==> src/rtl/ddr_dimm_cmd_decoder.sv <==
// DDR command bus receiver for one DIMM rank.
// Decodes one command per clock from the control pins and tracks each bank's
// state and open row. It enforces tRCD/tRAS/tRP per bank and the REF/MRS
// global window. Accepted commands and violations are reported one cycle
// after the sampling edge. A rejected command leaves all state untouched.
module ddr_dimm_cmd_decoder #(
  parameter int CS_WIDTH   = 1,
  parameter int RANK_ID    = 0,
  parameter int BA_WIDTH   = 3,
  parameter int ADDR_WIDTH = 14,
  parameter int T_RCD      = 4,
  parameter int T_RAS      = 12,
  parameter int T_RP       = 4,
  parameter int T_RFC      = 26,
  parameter int T_MRD      = 2
) (
  input  logic                      clk,
  input  logic                      rst,
  input  logic                      cke_i,
  input  logic [CS_WIDTH-1:0]       cs_n_i,
  input  logic                      ras_n_i,
  input  logic                      cas_n_i,
  input  logic                      we_n_i,
  input  logic [BA_WIDTH-1:0]       ba_i,
  input  logic [ADDR_WIDTH-1:0]     addr_i,
  output logic                      cmd_valid_o,
  output logic [2:0]                cmd_o,
  output logic [BA_WIDTH-1:0]       cmd_ba_o,
  output logic [ADDR_WIDTH-1:0]     cmd_addr_o,
  output logic [ADDR_WIDTH-1:0]     cmd_row_o,
  output logic [(2**BA_WIDTH)-1:0]  bank_active_o,
  output logic                      busy_o,
  output logic                      err_o,
  output logic [2:0]                err_code_o
);

  localparam int NUM_BANKS = 2**BA_WIDTH;

  localparam logic [2:0] CMD_NOP  = 3'd0;
  localparam logic [2:0] CMD_ACT  = 3'd1;
  localparam logic [2:0] CMD_RD   = 3'd2;
  localparam logic [2:0] CMD_WR   = 3'd3;
  localparam logic [2:0] CMD_PRE  = 3'd4;
  localparam logic [2:0] CMD_PREA = 3'd5;
  localparam logic [2:0] CMD_REF  = 3'd6;
  localparam logic [2:0] CMD_MRS  = 3'd7;

  // Counters are loaded with T-1 so that the command T cycles later sees 0.
  localparam logic [5:0] RCD_LD = 6'(T_RCD - 1);
  localparam logic [5:0] RAS_LD = 6'(T_RAS - 1);
  localparam logic [5:0] RP_LD  = 6'(T_RP - 1);
  localparam logic [5:0] RFC_LD = 6'(T_RFC - 1);
  localparam logic [5:0] MRD_LD = 6'(T_MRD - 1);

  typedef enum logic [1:0] {
    B_IDLE      = 2'd0,
    B_ACTIVE    = 2'd1,
    B_ACTIVE_AP = 2'd2,
    B_PRECHG    = 2'd3
  } bank_state_t;

  bank_state_t             st_q   [NUM_BANKS];
  bank_state_t             st_d   [NUM_BANKS];
  logic [5:0]              rcd_q  [NUM_BANKS];
  logic [5:0]              rcd_d  [NUM_BANKS];
  logic [5:0]              ras_q  [NUM_BANKS];
  logic [5:0]              ras_d  [NUM_BANKS];
  logic [5:0]              rp_q   [NUM_BANKS];
  logic [5:0]              rp_d   [NUM_BANKS];
  logic [ADDR_WIDTH-1:0]   row_q  [NUM_BANKS];
  logic [ADDR_WIDTH-1:0]   row_d  [NUM_BANKS];
  logic [5:0]              gbl_q, gbl_d;

  logic                    cmd_valid_q, cmd_valid_d;
  logic [2:0]              cmd_q, cmd_d;
  logic [BA_WIDTH-1:0]     cmd_ba_q, cmd_ba_d;
  logic [ADDR_WIDTH-1:0]   cmd_addr_q, cmd_addr_d;
  logic [ADDR_WIDTH-1:0]   cmd_row_q, cmd_row_d;
  logic                    err_q, err_d;
  logic [2:0]              err_code_q, err_code_d;

  logic [2:0]              cmd_dec;
  logic [2:0]              viol_code;
  logic                    accept;
  logic                    any_open;
  logic                    prea_ras_err;
  bank_state_t             tgt_st;
  logic [5:0]              tgt_rcd, tgt_ras, tgt_rp;
  logic [ADDR_WIDTH-1:0]   tgt_row;

  function automatic logic [5:0] sat_dec(input logic [5:0] v);
    return (v != 6'd0) ? (v - 6'd1) : 6'd0;
  endfunction

  assign tgt_st  = st_q[ba_i];
  assign tgt_rcd = rcd_q[ba_i];
  assign tgt_ras = ras_q[ba_i];
  assign tgt_rp  = rp_q[ba_i];
  assign tgt_row = row_q[ba_i];

  // Decode the pin pattern into a command; unselected cycles are NOP.
  always_comb begin
    cmd_dec = CMD_NOP;
    if (cke_i && !cs_n_i[RANK_ID]) begin
      case ({ras_n_i, cas_n_i, we_n_i})
        3'b011:  cmd_dec = CMD_ACT;
        3'b101:  cmd_dec = CMD_RD;
        3'b100:  cmd_dec = CMD_WR;
        3'b010:  cmd_dec = addr_i[10] ? CMD_PREA : CMD_PRE;
        3'b001:  cmd_dec = CMD_REF;
        3'b000:  cmd_dec = CMD_MRS;
        default: cmd_dec = CMD_NOP;
      endcase
    end
  end

  // Summarise bank status for REF/MRS and PREA checks.
  // A PRECHG bank whose rp_cnt has expired counts as idle.
  always_comb begin
    any_open     = 1'b0;
    prea_ras_err = 1'b0;
    for (int b = 0; b < NUM_BANKS; b++) begin
      if (!((st_q[b] == B_IDLE) || ((st_q[b] == B_PRECHG) && (rp_q[b] == 6'd0))))
        any_open = 1'b1;
      if ((st_q[b] == B_ACTIVE) && (ras_q[b] != 6'd0))
        prea_ras_err = 1'b1;
    end
  end

  // Classify the sampled command; the lowest violation code is reported.
  always_comb begin
    viol_code = 3'd0;
    if (cmd_dec != CMD_NOP) begin
      if (gbl_q != 6'd0) begin
        viol_code = 3'd1;
      end else begin
        case (cmd_dec)
          CMD_ACT: begin
            if ((tgt_st == B_ACTIVE) || (tgt_st == B_ACTIVE_AP))
              viol_code = 3'd2;
            else if ((tgt_st == B_PRECHG) && (tgt_rp != 6'd0))
              viol_code = 3'd3;
          end
          CMD_RD, CMD_WR: begin
            if (tgt_st != B_ACTIVE)
              viol_code = 3'd4;
            else if (tgt_rcd != 6'd0)
              viol_code = 3'd5;
          end
          CMD_PRE: begin
            if ((tgt_st == B_ACTIVE) && (tgt_ras != 6'd0))
              viol_code = 3'd6;
          end
          CMD_PREA: begin
            if (prea_ras_err)
              viol_code = 3'd6;
          end
          CMD_REF, CMD_MRS: begin
            if (any_open)
              viol_code = 3'd7;
          end
          default: viol_code = 3'd0;
        endcase
      end
    end
  end

  assign accept = (cmd_dec != CMD_NOP) && (viol_code == 3'd0);

  // Per-bank next state: free-running timers, auto transitions, then the accepted command.
  always_comb begin
    gbl_d = sat_dec(gbl_q);
    if (accept && (cmd_dec == CMD_REF)) gbl_d = RFC_LD;
    if (accept && (cmd_dec == CMD_MRS)) gbl_d = MRD_LD;
    for (int b = 0; b < NUM_BANKS; b++) begin
      st_d[b]  = st_q[b];
      row_d[b] = row_q[b];
      rcd_d[b] = sat_dec(rcd_q[b]);
      ras_d[b] = sat_dec(ras_q[b]);
      rp_d[b]  = sat_dec(rp_q[b]);
      case (st_q[b])
        B_ACTIVE_AP: begin
          if (ras_q[b] == 6'd0) begin
            st_d[b] = B_PRECHG;
            rp_d[b] = RP_LD;
          end
        end
        B_PRECHG: begin
          if (rp_q[b] == 6'd0) st_d[b] = B_IDLE;
        end
        default: ;
      endcase
      if (accept) begin
        if ((cmd_dec == CMD_PREA) && (st_q[b] == B_ACTIVE)) begin
          st_d[b] = B_PRECHG;
          rp_d[b] = RP_LD;
        end
        if (b == int'(ba_i)) begin
          case (cmd_dec)
            CMD_ACT: begin
              st_d[b]  = B_ACTIVE;
              row_d[b] = addr_i;
              rcd_d[b] = RCD_LD;
              ras_d[b] = RAS_LD;
            end
            CMD_RD, CMD_WR: begin
              if (addr_i[10]) st_d[b] = B_ACTIVE_AP;
            end
            CMD_PRE: begin
              if (st_q[b] == B_ACTIVE) begin
                st_d[b] = B_PRECHG;
                rp_d[b] = RP_LD;
              end
            end
            default: ;
          endcase
        end
      end
    end
  end

  // Output report for the command sampled this edge; err_code holds until the next error.
  always_comb begin
    cmd_valid_d = accept;
    cmd_d       = accept ? cmd_dec : CMD_NOP;
    cmd_ba_d    = accept ? ba_i : '0;
    cmd_addr_d  = '0;
    cmd_row_d   = '0;
    if (accept) begin
      cmd_addr_d = addr_i;
      if ((cmd_dec == CMD_RD) || (cmd_dec == CMD_WR)) begin
        cmd_addr_d[10] = 1'b0;
        cmd_row_d      = tgt_row;
      end
    end
    err_d      = (viol_code != 3'd0);
    err_code_d = (viol_code != 3'd0) ? viol_code : err_code_q;
  end

  // State and output registers, cleared asynchronously.
  always_ff @(posedge clk or posedge rst) begin
    if (rst) begin
      for (int b = 0; b < NUM_BANKS; b++) begin
        st_q[b]  <= B_IDLE;
        rcd_q[b] <= 6'd0;
        ras_q[b] <= 6'd0;
        rp_q[b]  <= 6'd0;
        row_q[b] <= '0;
      end
      gbl_q       <= 6'd0;
      cmd_valid_q <= 1'b0;
      cmd_q       <= CMD_NOP;
      cmd_ba_q    <= '0;
      cmd_addr_q  <= '0;
      cmd_row_q   <= '0;
      err_q       <= 1'b0;
      err_code_q  <= 3'd0;
    end else begin
      for (int b = 0; b < NUM_BANKS; b++) begin
        st_q[b]  <= st_d[b];
        rcd_q[b] <= rcd_d[b];
        ras_q[b] <= ras_d[b];
        rp_q[b]  <= rp_d[b];
        row_q[b] <= row_d[b];
      end
      gbl_q       <= gbl_d;
      cmd_valid_q <= cmd_valid_d;
      cmd_q       <= cmd_d;
      cmd_ba_q    <= cmd_ba_d;
      cmd_addr_q  <= cmd_addr_d;
      cmd_row_q   <= cmd_row_d;
      err_q       <= err_d;
      err_code_q  <= err_code_d;
    end
  end

  // Bank is reported active from ACT until it enters precharge (auto-precharge pending included).
  always_comb begin
    bank_active_o = '0;
    for (int b = 0; b < NUM_BANKS; b++)
      bank_active_o[b] = (st_q[b] == B_ACTIVE) || (st_q[b] == B_ACTIVE_AP);
  end

  assign busy_o      = (gbl_q != 6'd0);
  assign cmd_valid_o = cmd_valid_q;
  assign cmd_o       = cmd_q;
  assign cmd_ba_o    = cmd_ba_q;
  assign cmd_addr_o  = cmd_addr_q;
  assign cmd_row_o   = cmd_row_q;
  assign err_o       = err_q;
  assign err_code_o  = err_code_q;

endmodule
==> config.mk <==
export PLATFORM = sky130hd
export DESIGN_NAME = ddr_dimm_cmd_decoder
export DESIGN_NICKNAME = d
export VERILOG_FILES = /design/src/rtl/ddr_dimm_cmd_decoder.sv
export SDC_FILE = /design/constraint.sdc
export NUM_CORES = 1
export LEC_CHECK = 0
export ABC_CLOCK_PERIOD_IN_PS = 14800
export CORE_MARGIN = 5
export CORE_UTILIZATION = 61
export CTS_CLUSTER_DIAMETER = 80
export DETAILED_ROUTE_END_ITERATION = 7
export HOLD_SLACK_MARGIN = 0.12
export PLACE_DENSITY = 0.8
export SYNTH_ARGS = -nofsm -noshare
export SYNTH_HDL_FRONTEND = slang
export SYNTH_SLANG_ARGS = --single-unit
export TNS_END_PERCENT = 10
==> constraint.sdc <==
create_clock -name clk -period 14.8 [get_ports clk]
set_input_delay 2.96 -clock clk [delete_from_list [all_inputs] [get_ports clk]]
set_output_delay 2.96 -clock clk [all_outputs]
set_load 0.05 [all_outputs]
# Yosys cells after proc, flatten, opt, wreduce, memory -nomap -nowiden
# Index checks and enable logic that the tools add are counted.
# word_totals
out_inout_bits	48
input_bits	24
reg_bits	317
word_cells	491
# op_classes
add_sub_neg	25
muxes	253
n_reduce_logical	116
bitwise_logic	1
n_lt_le_gt_ge	1
n_eq_ne	47
# op_table
cell	n
two-way mux 6 bit	137
nonzero test 6 bit	28
subtractor 6 x 1 -> 6 bit (second input constant)	25
two-way mux 2 bit	60
logical NOT 6 bit	16
two-way mux 14 bit	5
binary-select mux 6 bit (select 3 bit)	3
one-hot mux 2 bit (3 select lines)	8
binary-select mux 14 bit (select 3 bit)	1
equality test 2 bit (second input constant)	18
one-hot mux 2 bit (2 select lines)	8
logical AND 1 bit	30
two-way mux 3 bit	10
AND reduction 3 bit	8
equality test 2 x 1 -> 1 bit (second input constant)	9
equality test 3 bit (second input constant)	6
logical OR 1 bit	18
two-way mux 1 bit	18
one-hot mux 3 bit (6 select lines)	1
logical NOT 2 bit	8
one-hot mux 3 bit (5 select lines)	1
equality test 3 x 2 -> 1 bit (second input constant)	4
equality test 3 bit (first input constant)	4
logical NOT 3 bit	3
other kinds (10)	14

# Depth between registers and ports, before layout
# Gate-level depths: netlist (run 1).
# depth
word_depth	20
depth_mapped	17
depth_no_buf	11

# Worst setup path before layout (run 1)
# OpenSTA, ideal clock, no wires.
# synth_path
path_kind	input to register
start	input ba_i[0]
end	register row_q[14] (netlist name)
setup_slack_ns	7.906
path_buffers	5
setup_time_ns	0.125
arrival_ns	6.769
required_time_ns	14.675
cell_stages	15
path_cell_list	clkbuf_1 > buf_1 > buf_1 > mux4_2 > mux2i_1 > inv_1 > ha_1 > nand4_1 > a2111oi_2 > nor4_2 > nand4_4 > or3_1 > buf_6 > buf_6 > mux2_4
# synth_via
elab_chain_len	14
elab_cells_between_ends	35
classes_between	eq/ne: 5; mux: 20; bitwise: 1; reduce/logical: 9
# synth_rtl
item	line_no	source
start: declaration	24	input logic [BA_WIDTH-1:0] ba_i,
NOT 3 -> 4 bit (not written as such)	-	
binary-select mux 6 bit (select 3 bit) or binary-select mux 2 bit (select 3 bit) (tied branches)	98, 95	
two-way mux 6 bit (not written as such) or two-way mux 2 bit (tied branches) (2 in series)	98, 95	
nonzero test 6 bit or equality test 2 bit (tied branches)	141	else if ((tgt_st == B_PRECHG) && (tgt_rp != 6'd0))
logical AND 1 bit	141	
two-way mux 2 bit	141	
two-way mux 2 bit	139	if ((tgt_st == B_ACTIVE) || (tgt_st == B_ACTIVE_AP))
one-hot mux 3 bit (5 select lines)	137	case (cmd_dec)
two-way mux 3 bit	134	if (gbl_q != 6'd0) begin
two-way mux 3 bit	133	if (cmd_dec != CMD_NOP) begin
logical NOT 3 bit	168	assign accept = (cmd_dec != CMD_NOP) && (viol_code == 3'd0);
logical AND 1 bit	168	
AND reduction 3 bit (no source line) (*)	-	
end signal: indexed assignment	264	row_q[b] <= row_d[b];
end: declaration	70	logic [ADDR_WIDTH-1:0] row_q [NUM_BANKS];
# Every way passes the cells marked *; elsewhere a longest branch is shown, timed or not. The select of a mux whose other input is x is not followed.
# A chain may end at the register's enable or synchronous reset.

# Final worst setup path (run 1)
# layout_path
start	input ba_i[1]
end	register cmd_row_q[11], in the netlist cmd_row_o[11]
# layout_via
elab_chain_len	14
elab_cells_between_ends	38
classes_between	eq/ne: 4; mux: 25; bitwise: 1; reduce/logical: 8
# layout_rtl
item	line_no	source
NOT 3 -> 4 bit (not written as such) (*)	-	
binary-select mux 6 bit (select 3 bit) or binary-select mux 2 bit (select 3 bit) (tied branches)	98, 95	
two-way mux 6 bit (not written as such) or two-way mux 2 bit (tied branches) (2 in series)	98, 95	
nonzero test 6 bit or equality test 2 bit (tied branches)	141	
logical AND 1 bit	141	
two-way mux 2 bit	141	
two-way mux 2 bit	139	
one-hot mux 3 bit (5 select lines)	137	
two-way mux 3 bit	134	
two-way mux 3 bit	133	
logical NOT 3 bit	168	
logical AND 1 bit	168	
two-way mux 14 bit (*)	229	if (accept) begin
named net cmd_row_d[11]	78	logic [ADDR_WIDTH-1:0] cmd_row_q, cmd_row_d;
end signal: assignment	271	cmd_row_q <= cmd_row_d;
end: declaration	78	
# Mark *: on every way through the listed nets, which the timed path passes. The rest lies on a longest branch. The select of a mux whose other input is x is not followed.

==> impl_results.md, run 1 <==
* Crit path launch type: input port
* Fillers at between 1500 and 2000
* Grt ovf at 0
* Met3 Use GR at about 4.1%
* # IOs at 72
* Worst slew margin at 19.6%
* Mux cell area share after synthesis at about 14%
* DRC Markers at 0
* Synth area leaders: dfrtp_1 (49%), mux2_2 (6.8%), ha_1 (5.6%), mux4_2 (4.6%), nor3_1 (2.8%)
* IO buf count at 71
* Synth area leader: dfrtp_1
* Post-synth EDFFs at 0
* CP Max Fanout at 44
* Crit Path Category: input port to flip-flop
* Synth Area in Adders at 5.64%
* Met1 GRT Util at 35.5%
* Via count at around 12000
* Seq cells post-synth at 317
* Crit. End Element: flip-flop
* First-pass GRT wire length at 64000 um
* Layout cell share with drive strength beyond 1 at ~15%
* PwrDens at 183 nW/um^2
* Clk Latency, worst-skew pair at roughly 520 ps
* Reg2Reg Depth at 11
* Cell count after synthesis at between 1000 and 1500
* Status: completed
* Max cap viols at 0
* WHS at 483 ps
* CTS clock-pin slew for the worst setup and hold paths at 60 ps
* Vias in the first global route at ~12000
* DR WL/cell at between 20 and 25 um
* Worst Path Arrival at 7480 ps
* Final setup fails at 0
* Post-synthesis cell area at approximately 16000 sq um
* Routed WL at between 30000 and 40000 um
* Ys async rst share at 100%
* Die area at 29900 sq um
* Seq pwr share at approximately two fifths
* Cts hold-fix bufs at 0
* GR peak layer: met2
* Vias per cell at between 6 and 7
* Largest family of logic cells by synthesized area: simple AND/OR/NAND/NOR gates
* Worst Path Required at between 15000 and 20000 ps
* Hold Crit Class: flip-flop to flip-flop
* Area of the multi-input gates at between 7000 and 8000 sq um
* Synth Area in XOR/XNOR at under 10%
* Top-count cell post-synth: dfrtp_1
* GR Layer Usage met2 at a little over two fifths
* End of the worst hold path: err_code_o[2]$_DFFE_PP0P_
* Area grow syn2layout at 14.0%
* Flop2flop setup slack at between 10000 and 15000 ps
* Main synth FF type: dfrtp_1
* Period utilisation layout at between 40% and 50%
* Nets at about 1600
* Sw Share at around 35%
* Internal at ~2.2 mW
* Max clock buf depth at 3
* Hold depth at 1
* TritonCTS Buffers at 35
* Cts repair resizes at 0
* Clock power frac at 28.7%
* Complex-gate fraction of the synthesized area at 8.73%
* Highest-delay cell along the critical path: nand3_1
* Largest net degree at the start of global routing at roughly 110
* Initial Util at approximately 62%
* Core Area at ~26000 sq um
* Rows at 59
* Dpl hpwl at between 20000 and 30000 um
* Initial DRT Pass Iterations at 5
* Distinct cells, synth at a little over 70
* Placed Instances at around 1800
* Sequential fraction of the synthesis area at around 49%
* Final setup TNS at 0 ps
* CTS tree: yes
* Simple-gate area share of the yosys netlist at approximately 16%
* Mapped Avg Cell Area at around 11 sq um
* Mapped Nets at 1565
* RSZ-0062 raised after global routing: no
* CTS H-tree lvls at 2
* Combinational share of power at 31.9%
* Die Y at ~170 um
* Post-CTS setup buffers at 0
* Synth Warn # at 0
* Initial antenna violation count at 0
* DRT antenna net count at 0
* Skew final at 14.8 ps
* Power, Total at between 3 and 4 mW
* Fin crit period at 7060 ps
* Synth cell count leaders: dfrtp_1 (317), nand2_1 (111), nor2_1 (110)
* R2R Path Start: ras_q[18]$_DFF_PP0_
* Chip Width at approximately 170 um
* RR Endpoint: cmd_row_o[11]$_DFF_PP0_
* Peak supply drop at approximately 0.15 mV
* N_diodes at 0
* Static leakage at between 8 and 9 nW
* Most common cell on crit path: buf_4
* Least-Margin Pin Slew at about 1200 ps
* DR iter-0 viols at between 1000 and 1500
* Worst min-delay path startpoint: err_code_o[2]$_DFFE_PP0P_
* Final slew viol count at 0
* Top cell type's share of synthesized area at slightly below 50%
* Crit-path cells: buf_2 -> buf_4 -> mux4_2 -> mux2_2 -> ha_1 -> nand2_1 -> a31oi_1 -> nor4_2 -> and4_2 -> buf_4 -> nand3_1 -> nor2_1
* Final hold violations at 0
* Total Routing Usage GR at 25.8%
* Gpl congestion at 0.913
* CTS root buf: clkbuf_16
* Non-filler instance count after layout at 1900
* P_sw at ~1.2 mW
* FF/Latch Area at just under 8000 sq um
* Sink Count at 317
* Delay of the slowest critical-path stage at between 700 and 800 ps
* Max frequency at approximately 140 MHz
==> area by class of cell <==
class                      count  share of cell area (%)
sequential                   317                    43.0
multi-input combinational   1014                    41.6
clock buffer                  45                    5.34
timing repair buffer          83                    4.29
tap                          335                    2.27
inverter                      89                    1.85
clock inverter                17                    1.66
==> flip-flops by register name (all words and copies together), names as in the netlist <==
register     cells
cmd_valid_o      1
gbl_q            6
ras_q           48
rcd_q           48
err_o            1
rp_q            48
row_q          112
cmd_row_o       14
cmd_ba_o         3
err_code_o       3
cmd_o            3
cmd_addr_o      14
st_q            16
==> per-layer routing <==
metal | vias up | share of wire [%]
met5 | - | 0
met4 | 0 | 2.3
met3 | 66 | 6.1
met2 | 388 | 49
met1 | 5969 | 42
li1 | 5386 | -
==> power by group through the flow <==
stage	logic, mW	clock network (mW)	registers [mW]
floorplan	0.836	0	1.29
global placement	1.01	0	1.32
detailed placement	1.06	0	1.33
CTS	1.08	0.982	1.32
global route	1.22	1.01	1.35
finish	1.08	0.968	1.32
==> cells in the final DEF, fill, tap and decap left out, types with 6 or more instances in the layout <==
master and count:
nor4_1 16, or3_1 10, a21oi_1 68, buf_4 12, clkdlybuf4s50_1 69, nand2b_1 10
or4_1 6, xnor2_1 38, and3_1 27, nor3b_1 12, ha_1 73, nor2_1 110
dfrtp_1 317, nand3_1 37, and2_1 16, clkbuf_16 36, nor3_1 89, nand2_1 111
mux2_4 15, mux2_2 98, nand4b_1 9, o21ai_0 69, mux2i_1 24, a31oi_1 17
mux4_2 33, o221ai_1 10, bufinv_16 8, xor2_1 12, a21o_1 6, nor2b_1 10
inv_1 88
==> cell families after synthesis <==
| kind of cell | Yosys count |
|---|---|
| XOR/XNOR | 50 |
| flip-flops | 317 |
| AND/OR/NAND/NOR | 492 |
| adder cells (fa/ha/maj) | 73 |
| AO/OA/AOI/OAI | 227 |
| buffers and inverters | 137 |
| multiplexers | 172 |
==> worst max-delay path by stage <==
stage | slack [ps] | end | start | cells past startpoint
global placement | 7640 | cmd_row_o[11]$_DFF_PP0_ | ba_i[0] | 12
floorplan | 3070 | cmd_addr_o[0]$_DFF_PP0_ | rst | 1
detailed placement | 7360 | cmd_row_o[6]$_DFF_PP0_ | ba_i[0] | 12
global route | 7520 | cmd_row_o[11]$_DFF_PP0_ | ba_i[0] | 13
CTS | 7840 | cmd_row_o[11]$_DFF_PP0_ | ba_i[0] | 12
finish | 7740 | cmd_row_o[11]$_DFF_PP0_ | ba_i[1] | 12
==> worst max-delay path: cells and delay by family <==
family	cells	cell delay, ps
multiplexers	2	700
AO/OA/AOI/OAI	1	50
adder cells (fa/ha/maj)	1	230
AND/OR/NAND/NOR	5	1990
buffers and inverters	3	1490
==> through the flow <==
stage	cell area, sq um	worst slack, ps	utilization, %
finish	18500	7740	70.8
global route	18500	7520	70.8
CTS	18500	7840	70.8
detailed placement	17200	7360	65.8
global placement	17200	7640	65.8
floorplan	16200	3070	-
No activity file was read; power rests on OpenSTA's default activity.
==> run 2: changes to the inputs <==
- ABC_CLOCK_PERIOD_IN_PS: 14800 -> 7050
- clock period: 14.8 -> 7.05 ns (I/O delays scaled with it)
==> run 2 against run 1 <==
  * Power up 100%
  * Global-route usage down 0.54 points
  * Cell count is 0.42% lower
  * Sequential cell count stayed put
  * First-iteration DRC count is 0.79% higher
  * Critical endpoint is now cmd_row_o[6]$_DFF_PP0_
  * Largest cell class unchanged
==> impl_results.md, run 2 (synthesis gave the netlist of run 1 again) <==
* First-pass GRT wire length at 62500 um (-2.3%)
* Grt ovf at 0 (unchanged)
* Final hold violations at 0 (unchanged)
* Crit. End Element: flip-flop
* Rows at 59 (unchanged)
* Sink Count at 317 (unchanged)
* CTS tree: yes
* Most frequent cells in the layout: dfrtp_1 (317), nand2_1 (111), nor2_1 (110), mux2_2 (98), nor3_1 (89)
* Delay of the slowest critical-path stage at 1120 ps (+350 ps)
* Worst Path Arrival at 6060 ps (-1420 ps)
* Vias per cell at 6.22 (+0.11%)
* CP Max Fanout at 43 (-2.3%)
* Fin crit period at 5630 ps
* Peak supply drop at 0.316 mV (+110%)
* DR WL/cell at 20.1 um (-1.2%)
* Period utilisation layout at about four fifths
* DP Area at 17100 sq um (about the same)
* Hold Crit Class: flip-flop to flip-flop
* N_diodes at 0 (unchanged)
* Hold depth at 1 (unchanged)
* Initial Util at 62.1% (unchanged)
* DR iter-0 viols at 1016 (+0.79%)
* Crit path max-delay family: simple AND/OR/NAND/NOR gates
* WP buf/inv at 1 (-2)
* End of the worst hold path: rp_q[0]$_DFF_PP0_
* Final slew viol count at 0 (unchanged)
* Chip Width at 173 um (unchanged)
* Cts hold-fix bufs at 0 (unchanged)
* IO buf count at 71 (unchanged)
* Dpl hpwl at 25300 um (+0.29%)
* Routed WL at 38100 um (-1.6%)
* Flop2flop setup slack at 1990 ps (-8150 ps)
* Highest-delay cell along the critical path: clkdlybuf4s50_1
* Final setup TNS at 0 ps (unchanged)
* Worst setup margin at 1420 ps (-6320 ps)
* Crit path launch type: input port
* Max frequency at roughly 180 MHz
* Least-Margin Pin Slew at 1260 ps (+60.7 ps)
* Crit Path Category: input port to flip-flop
* Nets at 1632 (-0.31%)
* # IOs at 72 (unchanged)
* Layout cell share with drive strength beyond 1 at 15.0% (-0.43 points)
* Post-CTS setup buffers at 0 (unchanged)
* CTS H-tree lvls at 2 (unchanged)
* FF/Latch Area at 7930 sq um (unchanged)
* DRC Markers at 0 (unchanged)
* Total Routing Usage GR at 25.3% (-0.54 points)
* CTS root buf: clkbuf_16
* Initial antenna violation count at 2 (+2)
* Status: completed
* Skew final at 27.2 ps (+12.4 ps)
* Largest reg by FF count: row_q
* TritonCTS Buffers at 35 (unchanged)
* Fillers at 1767 (+0.34%)
* Area grow syn2layout at 13.1%
* Worst Path Required at 7470 ps (-7750 ps)
* Initial DRT Pass Iterations at 5 (unchanged)
* Max FFs per register at 112 (unchanged)
* Max clock buf depth at 3 (unchanged)
* RSZ-0062 raised after global routing: no
* Worst slew margin at 15.5% (-4.1 points)
* Static leakage at 8.49 nW (-0.93%)
* Gpl congestion at 0.930 (+1.8%)
* Max cap viols at 0 (unchanged)
* Core Area at 26100 sq um (unchanged)
* Clk Latency, worst-skew pair at 530 ps (about the same)
* PwrDens at 376 nW/um^2 (+110%)
* R2R Path Start: ras_q[2]$_DFF_PP0_
* Crit-path cells: clkdlybuf4s50_1 -> mux2_2 -> ha_1 -> nand4_1 -> a2111oi_2 -> nor4_2 -> and4_2 -> nand3_1 -> nor2_1
* Pre-CTS WS at 1020 ps (-6340 ps)
* RR Endpoint: cmd_row_o[6]$_DFF_PP0_
* Final setup fails at 0 (unchanged)
* Cts repair resizes at 0 (unchanged)
* Largest net degree at the start of global routing at 180 (+61%)
* CTS clock-pin slew for the worst setup and hold paths at 60 ps (about the same)
* Most common cell after layout, fill and taps aside: dfrtp_1
* Finished Cell Area at 18300 sq um (-0.75%)
* Die Y at 173 um (unchanged)
* Reg2Reg Depth at 8 (-3)
* Area of the multi-input gates at 7670 sq um (unchanged)
* Worst min-delay path startpoint: rp_q[0]$_DFF_PP0_
* Vias in the first global route at 12025 (-1.2%)
* Via count at 11772 (-0.31%)
* DRT antenna net count at 0 (unchanged)
* Die area at 29900 sq um (unchanged)
[run 2: worst max path at each step]
stage	from	to	cells past startpoint
after CTS	ba_i[2]	cmd_row_o[6]$_DFF_PP0_	9
after floorplan	rst	cmd_addr_o[0]$_DFF_PP0_	1
final	ba_i[2]	cmd_row_o[6]$_DFF_PP0_	9
after global routing	ba_i[2]	cmd_row_o[2]$_DFF_PP0_	10
after detailed placement	ba_i[2]	cmd_row_o[2]$_DFF_PP0_	9
after global placement	ba_i[2]	cmd_row_o[6]$_DFF_PP0_	9
[run 2: area by class of cell]
class	count	share of cell area, %
clock buffers	45	5.32
clock inverters	14	1.07
inverters	89	1.84
multi-input cells	1014	41.9
flip-flops and latches	317	43.3
well taps	335	2.29
repair buffers	78	4.25
[run 2: worst register-to-register path, cell delays in order, from the launching register on]
cell,delay [ps]
dfrtp_1,420
nor4_1,640
a21boi_0,250
a2111oi_0,660
a31oi_1,260
nor4_2,480
and4_2,1030
nand3_1,890
nor2_1,310
[run 2: metrics by stage]
step	power (mW)	hold WS, ps	utilization (%)	cells
finish	6.88	485	70.3	1892
CTS	6.90	484	70.3	1892
global route	7.35	508	70.3	1892
detailed placement	5.02	477	65.8	1833
floorplan	4.46	455	-	1468
global placement	4.90	478	65.8	1833
[run 2: metal layers]
| metal | vias to the layer above | routed length (um) | track usage (%) | share of wire, % |
|---|---|---|---|---|
| li1 | 5374 | - | - | - |
| met1 | 5841 | 16000 | 33.8 | 42 |
| met2 | 437 | 18300 | 41.7 | 48 |
| met3 | 116 | 2320 | 4.37 | 6.1 |
| met4 | 4 | 1470 | 9.66 | 3.9 |
| met5 | - | 29 | 0 | 0.076 |
[run 2: power breakdown]
part	switching (mW)	internal [mW]
Sequential	0.474	2.31
Clock	0.745	1.09
Combinational	1.28	0.974
==> run 3: changes to the inputs <==
- ABC_CLOCK_PERIOD_IN_PS: 7050 -> 5600
- clock period: 7.05 -> 5.6 ns (I/O delays scaled with it)
==> run 3 against run 2 <==
  * Hold slack better by 8.2 ps
  * Count of clock-buffer cells in the layout unchanged
  * Sequential share of layout area fell by 0.34 points
  * Critical path type unchanged
  * Register-to-register slack worse by 890 ps
  * Die area did not move
  * Global-route usage grew 0.94 points
  * Clock skew fell by 6.7 ps
  * Sequential cell count stayed put
  * Critical path depth unchanged
==> impl_results.md, run 3 (synthesis gave the netlist of run 1 again) <==
* Status: completed
* Most common cell after layout, fill and taps aside: dfrtp_1
* CTS H-tree lvls at 2 (unchanged)
* Most frequent cells in the layout: dfrtp_1 (317), nand2_1 (111), nor2_1 (110), mux2_2 (98), nor3_1 (89)
* DRT antenna net count at 0 (unchanged)
* Cts repair resizes at 0 (unchanged)
* Vias in the first global route at 12141 (+0.96%)
* Initial DRT Pass Iterations at 8 (+3)
* PwrDens at 472 nW/um^2 (+26%)
* TritonCTS Buffers at 35 (unchanged)
* Clk Latency, worst-skew pair at 540 ps (about the same)
* Core Area at 26100 sq um (unchanged)
* Critical Path Start: ba_i[2]
* Max frequency at 220 MHz
* CTS tree: yes
* Die Y at 173 um (unchanged)
* Least-Margin Pin Slew at 1240 ps (-19.9 ps)
* Vias per cell at 6.29 (+1.1%)
* First-pass GRT wire length at 64800 um (+3.6%)
* Crit-path cells: clkdlybuf4s50_1 -> mux2_2 -> ha_1 -> nand2_1 -> a31oi_1 -> nor4_2 -> and4_2 -> nand3_1 -> nor2_1
* Peak supply drop at 0.321 mV (+1.6%)
* Fillers at 1763 (-0.23%)
* CP Max Fanout at 26 (-40%)
* DRC Markers at 0 (unchanged)
* Via count at 12045 (+2.3%)
* Worst min-delay path startpoint: rp_q[0]$_DFF_PP0_
* DR WL/cell at 20.7 um (+2.7%)
* DR iter-0 viols at 1166 (+15%)
* CTS root buf: clkbuf_16
* Routed WL at 39600 um (+4.0%)
* Hold depth at 1 (unchanged)
* Worst slew margin at 16.9% (+1.3 points)
* CTS clock-pin slew for the worst setup and hold paths at 60 ps (about the same)
* Flop2flop setup slack at 1100 ps (-890 ps)
* RSZ-0062 raised after global routing: no
* Worst Path Arrival at 4990 ps (-1070 ps)
* Max cap viols at 0 (unchanged)
* Post-CTS setup buffers at 0 (unchanged)
* Worst Path Required at 6040 ps (-1430 ps)
* Rows at 59 (unchanged)
* Final setup fails at 0 (unchanged)
* Total Routing Usage GR at 26.2% (+0.94 points)
* Area of the multi-input gates at 7670 sq um (unchanged)
* Layout cell share with drive strength beyond 1 at 16.0% (+0.93 points)
* Cts hold-fix bufs at 0 (unchanged)
* Delay of the slowest critical-path stage at 800 ps (-320 ps)
* Hold Crit Class: flip-flop to flip-flop
* Largest net degree at the start of global routing at 159 (-12%)
* Dpl hpwl at 26000 um (+3.1%)
* Max FFs per register at 112 (unchanged)
* Crit Path Category: input port to flip-flop
* R2R Path Start: ras_q[2]$_DFF_PP0_
* Reg2Reg Depth at 8 (unchanged)
* Final hold violations at 0 (unchanged)
* Nets at 1652 (+1.2%)
* Crit path launch type: input port
* Sink Count at 317 (unchanged)
* Largest reg by FF count: row_q
* RR Endpoint: cmd_row_o[0]$_DFF_PP0_
* Gpl congestion at 0.961 (+3.4%)
* Period utilisation layout at 81.2%
* Fin crit period at between 4000 and 5000 ps
* Static leakage at 8.58 nW (+1.0%)
* Skew final at 20.5 ps (-6.69 ps)
* Highest-delay cell along the critical path: and4_2
* Area grow syn2layout at 14.0%
* Die area at 29900 sq um (unchanged)
* FF/Latch Area at 7930 sq um (unchanged)
* Chip Width at 173 um (unchanged)
* End of the worst hold path: rp_q[0]$_DFF_PP0_
* Grt ovf at 0 (unchanged)
* Final setup TNS at 0 ps (unchanged)
* Initial antenna violation count at 1 (-1)
* IO buf count at 71 (unchanged)
* Initial Util at 62.1% (unchanged)
* Final slew viol count at 0 (unchanged)
* Max clock buf depth at 3 (unchanged)
* WHS at 493 ps (+8.16 ps)
* Crit. End Element: flip-flop
* # IOs at 72 (unchanged)
[run 3: changes by cell type in the layout (fill, tap and decap cells not counted), sizes merged]
cell,before,now
buf,9,29
clkinvlp,2,3
bufinv,3,4
diode,0,1
clkinv,8,9
inv,90,89
[run 3: layer usage]
metal | global-route usage, % | vias up | wire, um
li1 | - | 5435 | -
met1 | 35.6 | 6030 | 16400
met2 | 42.6 | 456 | 19000
met3 | 5.15 | 124 | 2700
met4 | 9.34 | 0 | 1480
met5 | 0 | - | 0
[run 3: area by class of cell]
class                      count  area share (%)
sequential                   317            43.0
multi-input combinational   1014            41.6
clock buffer                  45            5.06
timing repair buffer          98            5.03
tap                          335            2.27
inverter                      89            1.83
clock inverter                16            1.23
antenna                        1          0.0136
[run 3: worst max path at each step]
stage / end / slack [ps] / depth (start not counted)
floorplan: cmd_addr_o[0]$_DFF_PP0_ / 260 / 1
global placement: cmd_row_o[7]$_DFF_PP0_ / 740 / 9
detailed placement: cmd_row_o[6]$_DFF_PP0_ / 570 / 9
CTS: cmd_row_o[0]$_DFF_PP0_ / 1090 / 9
global route: cmd_row_o[5]$_DFF_PP0_ / 740 / 8
finish: cmd_row_o[0]$_DFF_PP0_ / 1050 / 9
[run 3: critical path: cells and delay by family]
| kind | cells | cell delay [ps] |
|---|---|---|
| buf+inv | 1 | 750 |
| fa+ha+maj | 1 | 220 |
| simple gates | 5 | 2420 |
| compound gates | 1 | 60 |
| mux | 1 | 410 |
[run 3: through the flow]
stage / total power [mW] / instances / utilization [%] / setup WS [ps] / area [sq um]
after floorplan: 5.61 / 1468 / - / 255 / 16200
after global placement: 6.18 / 1853 / 66.4 / 744 / 17300
after detailed placement: 6.33 / 1853 / 66.4 / 571 / 17300
after CTS: 8.73 / 1914 / 70.8 / 1090 / 18500
after global routing: 9.30 / 1914 / 70.8 / 743 / 18500
final: 8.71 / 1915 / 70.8 / 1050 / 18500
[run 3: power breakdown]
part / internal (mW) / switching, mW / total [mW]
combinational: 1.24 / 1.63 / 2.86
sequential: 2.91 / 0.601 / 3.51
clock: 1.38 / 0.961 / 2.34
